## config.mk

```make
export PLATFORM = sky130hd
export DESIGN_NAME = square_op_scheduler
export DESIGN_NICKNAME = d
export VERILOG_FILES = /design/src/rtl/square_op_scheduler.sv
export SDC_FILE = /design/constraint.sdc
export NUM_CORES = 1
export LEC_CHECK = 0
export ABC_AREA = 1
export CAP_MARGIN = 20
export CORE_MARGIN = 5
export CORE_UTILIZATION = 30
export CTS_CLUSTER_SIZE = 28
export DETAILED_ROUTE_END_ITERATION = 7
export HOLD_SLACK_MARGIN = 0.1
export PLACE_DENSITY = 0.56
export SLEW_MARGIN = 20
export SYNTH_ARGS = -nofsm -noshare
export SYNTH_HDL_FRONTEND = slang
export SYNTH_SLANG_ARGS = --single-unit
```

## constraint.sdc

```tcl
create_clock -name clk -period 5.95 [get_ports clk]
set_clock_uncertainty 0.1 [all_clocks]
set_input_delay 0.595 -clock clk [delete_from_list [all_inputs] [get_ports clk]]
set_output_delay 0.595 -clock clk [all_outputs]
set_load 0.01 [all_outputs]
```

## src/rtl/square_op_scheduler.sv

```systemverilog
// Purpose: round-robin arbiter that sequences the shared 20x20 square engine and owns the VGA plot path.
// Latency: req in IDLE -> sq_start next cycle; ack the cycle after sq_done; rejected op acks next cycle.
// Backpressure: one op at a time; other requesters hold req until their own ack (worst wait NUM_REQ-1 ops).
//
// Ports: clk/resetn (async active-low); req/req_X/req_Y/req_mode packed per requester, ack/err completion;
//        busy; sq_start/sq_X/sq_Y/sq_mode/sq_done + sq_pix_* engine side; vga_x/vga_y/vga_colour/vga_plot.
// Optional: define ERASE_BEFORE_DRAW_EN to run an erase pass before every sprite (mode!=0) draw.
module square_op_scheduler #(
  parameter int NUM_REQ = 3,
  parameter int GRID_W  = 8,
  parameter int GRID_H  = 6,
  parameter int TIMEOUT = 1023
) (
  input  logic                   clk,
  input  logic                   resetn,
  input  logic [NUM_REQ-1:0]     req,
  input  logic [4*NUM_REQ-1:0]   req_X,
  input  logic [4*NUM_REQ-1:0]   req_Y,
  input  logic [2*NUM_REQ-1:0]   req_mode,
  output logic [NUM_REQ-1:0]     ack,
  output logic                   err,
  output logic                   busy,
  output logic                   sq_start,
  output logic [3:0]             sq_X,
  output logic [3:0]             sq_Y,
  output logic [1:0]             sq_mode,
  input  logic                   sq_done,
  input  logic                   sq_pix_valid,
  input  logic [7:0]             sq_x,
  input  logic [6:0]             sq_y,
  input  logic [8:0]             sq_colour,
  output logic [7:0]             vga_x,
  output logic [6:0]             vga_y,
  output logic [8:0]             vga_colour,
  output logic                   vga_plot
);

  typedef enum logic [1:0] {IDLE, START, RUN, ACK} state_t;

  localparam int         CW   = $clog2(TIMEOUT + 1);
  localparam logic [1:0] LAST = 2'(NUM_REQ - 1);

  state_t        state;
  logic [1:0]    rr;
  logic [1:0]    grant;
  logic [CW-1:0] tcnt;

  // Arbitration / operand select
  logic          found;
  logic [1:0]    sel;
  logic [1:0]    cand;
  int            idx;
  logic [3:0]    req4;
  logic [15:0]   req_x16;
  logic [15:0]   req_y16;
  logic [7:0]    req_m8;
  logic [3:0]    sel_x;
  logic [3:0]    sel_y;
  logic [1:0]    sel_mode;
  logic          in_range;

`ifdef ERASE_BEFORE_DRAW_EN
  logic          draw_pending;
  logic [1:0]    draw_mode;
`endif

  function automatic logic [NUM_REQ-1:0] onehot(input logic [1:0] g);
    logic [3:0] w;
    w = 4'b0001 << g;
    return w[NUM_REQ-1:0];
  endfunction

  // Operand vectors are zero-padded to the 4-requester maximum so a 2-bit
  // grant index always selects in range.
  always_comb begin
    req4    = 4'(req);
    req_x16 = 16'(req_X);
    req_y16 = 16'(req_Y);
    req_m8  = 8'(req_mode);
    found   = 1'b0;
    sel     = 2'd0;
    cand    = 2'd0;
    idx     = 0;
    // First asserted requester at or after rr, wrapping.
    for (int k = 0; k < NUM_REQ; k++) begin
      idx = int'(rr) + k;
      if (idx >= NUM_REQ) idx = idx - NUM_REQ;
      cand = 2'(idx);
      if (!found && req4[cand]) begin
        found = 1'b1;
        sel   = cand;
      end
    end
    sel_x    = req_x16[{sel, 2'b00} +: 4];
    sel_y    = req_y16[{sel, 2'b00} +: 4];
    sel_mode = req_m8[{sel, 1'b0} +: 2];
    in_range = ({1'b0, sel_x} < 5'(GRID_W)) && ({1'b0, sel_y} < 5'(GRID_H));
  end

  assign busy = (state != IDLE);

  always_ff @(posedge clk or negedge resetn) begin
    if (!resetn) begin
      state      <= IDLE;
      rr         <= 2'd0;
      grant      <= 2'd0;
      tcnt       <= '0;
      ack        <= '0;
      err        <= 1'b0;
      sq_start   <= 1'b0;
      sq_X       <= 4'd0;
      sq_Y       <= 4'd0;
      sq_mode    <= 2'd0;
      vga_x      <= 8'd0;
      vga_y      <= 7'd0;
      vga_colour <= 9'd0;
      vga_plot   <= 1'b0;
`ifdef ERASE_BEFORE_DRAW_EN
      draw_pending <= 1'b0;
      draw_mode    <= 2'd0;
`endif
    end else begin
      // Pulse outputs default low; set only on the transition that needs them.
      sq_start   <= 1'b0;
      ack        <= '0;
      err        <= 1'b0;
      vga_plot   <= sq_pix_valid && (state == RUN);
      vga_x      <= sq_x;
      vga_y      <= sq_y;
      vga_colour <= sq_colour;

      case (state)
        IDLE: begin
          if (found) begin
            grant <= sel;
            sq_X  <= sel_x;
            sq_Y  <= sel_y;
            if (!in_range) begin
              // Off-grid square: reject without touching the engine.
              sq_mode <= sel_mode;
              ack     <= onehot(sel);
              err     <= 1'b1;
              state   <= ACK;
            end else begin
`ifdef ERASE_BEFORE_DRAW_EN
              // Sprite draws first clear the square to background.
              draw_pending <= (sel_mode != 2'd0);
              draw_mode    <= sel_mode;
              sq_mode      <= 2'd0;
`else
              sq_mode      <= sel_mode;
`endif
              sq_start <= 1'b1;
              state    <= START;
            end
          end
        end

        START: begin
          tcnt  <= '0;
          state <= RUN;
        end

        RUN: begin
          if (sq_done) begin
`ifdef ERASE_BEFORE_DRAW_EN
            if (draw_pending) begin
              draw_pending <= 1'b0;
              sq_mode      <= draw_mode;
              sq_start     <= 1'b1;
              state        <= START;
            end else
`endif
            begin
              ack   <= onehot(grant);
              state <= ACK;
            end
          end else if (tcnt == CW'(TIMEOUT - 1)) begin
            // Ack lands exactly TIMEOUT cycles after entering RUN.
            ack   <= onehot(grant);
            err   <= 1'b1;
            state <= ACK;
`ifdef ERASE_BEFORE_DRAW_EN
            draw_pending <= 1'b0;
`endif
          end else begin
            tcnt <= tcnt + 1'b1;
          end
        end

        ACK: begin
          rr    <= (grant == LAST) ? 2'd0 : grant + 2'd1;
          state <= IDLE;
        end

        default: state <= IDLE;
      endcase
    end
  end

endmodule

```

==> out/metrics.cfg <==
[run_status]
status = complete, no violations

[power]
intPower_uw = 955
p_sw_uw = 789
pwr-share-seq_pct = 30.2
swShare_pct = 45.2
p_clk_share_pct = 12.2
ir_drop_mv = 0.218
total_leakage_power_uw = 0.00177
comb_power_share_pct = 57.6
power_density_nw_per_um2 = 456

[worst_setup_path]
startpoint_type = register
worstPathRequired_ps = 6060
criticalPathCategory = reg2reg
endpoint_kind = register
reg2reg_depth = 13
cp.arrival_ps = 2770
path_max_fanout = 14

[clock_tree]
cts_resized = 0
cts.clk_slew.worst_paths_ps = 100
cts_buffers = 5
post_cts_buffers = 0
cts.sinks = 56
cts_buffer_depth = 2
cts_tree = done
cts_root_buf = clkbuf_8
postCtsHoldBufs = 0
clkLatencyLatePin_ps = 310
htree_levels = 2

[synthesis]
ys_ff_latch = 56
yosys-top-cells-area = dfrtp_1 (54%), nand2_1 (8.4%), nor2_1 (4.9%)
syn_avg_cell_area_um2 = 9.05
synth_warnings = 0
synthCells = 287
yosysSeqAreaShare_pct = 53.9
netlist.area_leader.share_pct = 53.9
synth.cell_area_um2 = 2600
syn-num-nets = 358
yosysUniqueCellTypes = 29
yosys.area.top_type = dfrtp_1

[placed_design]
dpl_cell_area_um2 = 3730
portBuffers = 101
gp_congestion = 0.789
dp_hpwl_um = 5310
dp_cells = 494

[layout]
final_cell_mix = clkdlybuf4s50_1 (100), nand2_1 (58), dfrtp_1 (56), nor2_1 (34), inv_1 (24)
fin_nets = 464
drive_above_1_share_pct = 10.4
final_common_cell = clkdlybuf4s50_1
nFillCells = 821
diodes = 0
area_delta_synth_final_pct = 47.2
fin_cells = 502
final_cell_area_um2 = 3830

[global_route]
grt_max_degree = 57
antenna_found_initial = 0
grt_pass1_vias = 2338
grt-ovfl-total = 0
grtUsageTotal_pct = 13.1
grt_pass1_wl_um = 11100

[drt]
drt_pass1_iterations = 4
detail-route-antenna-nets = 0
routed_wl_um = 6710
drc = 0
drt-initial-drc-count = 84
wl_per_cell_um = 13.4
num_vias = 2258
vias_per_cell = 4.50

[floorplan]
core.rowCount = 34
die_w_um = 103
die_y_um = 103
die_area_um2 = 10600
pin_count = 102
core_um2 = 8590
initial_core_util_pct = 30.2

[sta]
timing.final.setup_violations = 0
hold_viol = 0
post-route-min-period_ps = 2660
whs_ps = 312
clock.fmax_mhz = 376
worst_pin_slew_ps = 697
slew_headroom_pct = 53.6
period_share_pct = 44.7
finalMaxSlewViolations = 0
finalSetupTns_ps = 0
grt_setup_unrepaired = false

[flow_run]
cap_violations = 0

[hold_path]
hp-class = in2async

==> power by group through the flow <==
stage / Clock, µW / Combinational (µW) / Sequential, µW
global route: 239 / 1140 / 540
floorplan: 0 / 669 / 551
global placement: 0 / 1000 / 535
finish: 213 / 1000 / 527
CTS: 223 / 1020 / 527
detailed placement: 0 / 1020 / 531
==> final timing paths <==
check | start | to | slack (ps)
worst max-delay path | rr[0]$_DFFE_PN0N_ | ack[1]$_DFF_PN0_ | 3290
worst min-delay path | resetn | vga_plot$_DFF_PN0_ | 310
worst max register to register | rr[0]$_DFFE_PN0N_ | ack[1]$_DFF_PN0_ | 3290
worst min register to register | tcnt[9]$_DFFE_PN0P_ | tcnt[9]$_DFFE_PN0P_ | 410
max in group asynchronous | resetn | sq_X[3]$_DFFE_PN0P_ | 4970
min in group clk | tcnt[9]$_DFFE_PN0P_ | tcnt[9]$_DFFE_PN0P_ | 410
==> worst max-delay path, cell delays in order (launching register included) <==
cell     delay [ps]
dfrtp_1         390
inv_1            80
ha_1            410
inv_2           110
nand2_1          70
nand3_1          70
nand2_1         140
nand4_1         160
nand2_1         370
inv_1           310
o21ai_0         180
inv_1            60
nand2_1          70
nand2_1          50
==> synth_stat cells, drive strengths merged <==
master / count
a21oi: 19
a22oi: 1
a31oi: 5
and3: 1
buf: 1
clkbuf: 2
dfrtp: 56
ha: 10
inv: 31
nand2: 66
nand3: 26
nand3b: 1
nand4: 2
nor2: 42
nor3: 3
o21a: 1
o21ai: 18
o22ai: 1
xor2: 1
==> cell type report <==
cell class / instances / area, µm² / area share (%)
Clock buffer: 7 / 86.3 / 2.26
Clock inverter: 1 / 7.51 / 0.196
Inverter: 31 / 119 / 3.11
Multi-Input combinational cell: 197 / 1060 / 27.8
Sequential cell: 56 / 1400 / 36.6
Tap cell: 108 / 135 / 3.53
Timing Repair Buffer: 102 / 1010 / 26.5
==> flip-flops by register name, summed over array words and instances (netlist names), 3 cells and up <==
register and count:
tcnt 10, vga_colour 9, vga_x 8, vga_y 7, sq_X 4, sq_Y 4
ack 3
==> metrics by stage <==
stage                     total power, µW  worst slack (ps)  util [%]
after floorplan                      1220              3820         -
after global placement               1540              3140      43.4
after detailed placement             1550              3020      43.4
after CTS                            1770              3230      44.5
after global routing                 1920              2960      44.5
final                                1740              3290      44.5
==> cell families (layout without fill, tap and decap cells) <==
kind of cell	Yosys count	in the layout	synth area share, %
AOI/OAI and AO/OA	45	45	9.29
adders and majority gates	10	10	4.81
xor gates and xnor gates	1	1	0.337
and+or+nand+nor	141	141	26.5
buffers and inverters	34	141	5.15
DFF	56	56	53.9
==> layer usage <==
layer | track usage (%) | routed length (µm) | vias to the layer above
met5 | 0 | 0 | -
met4 | 2.69 | 49 | 0
met3 | 4.53 | 757 | 7
met2 | 21.8 | 3040 | 102
met1 | 16.6 | 2870 | 1013
li1 | - | - | 1136
(Power assumes the default switching activity.)
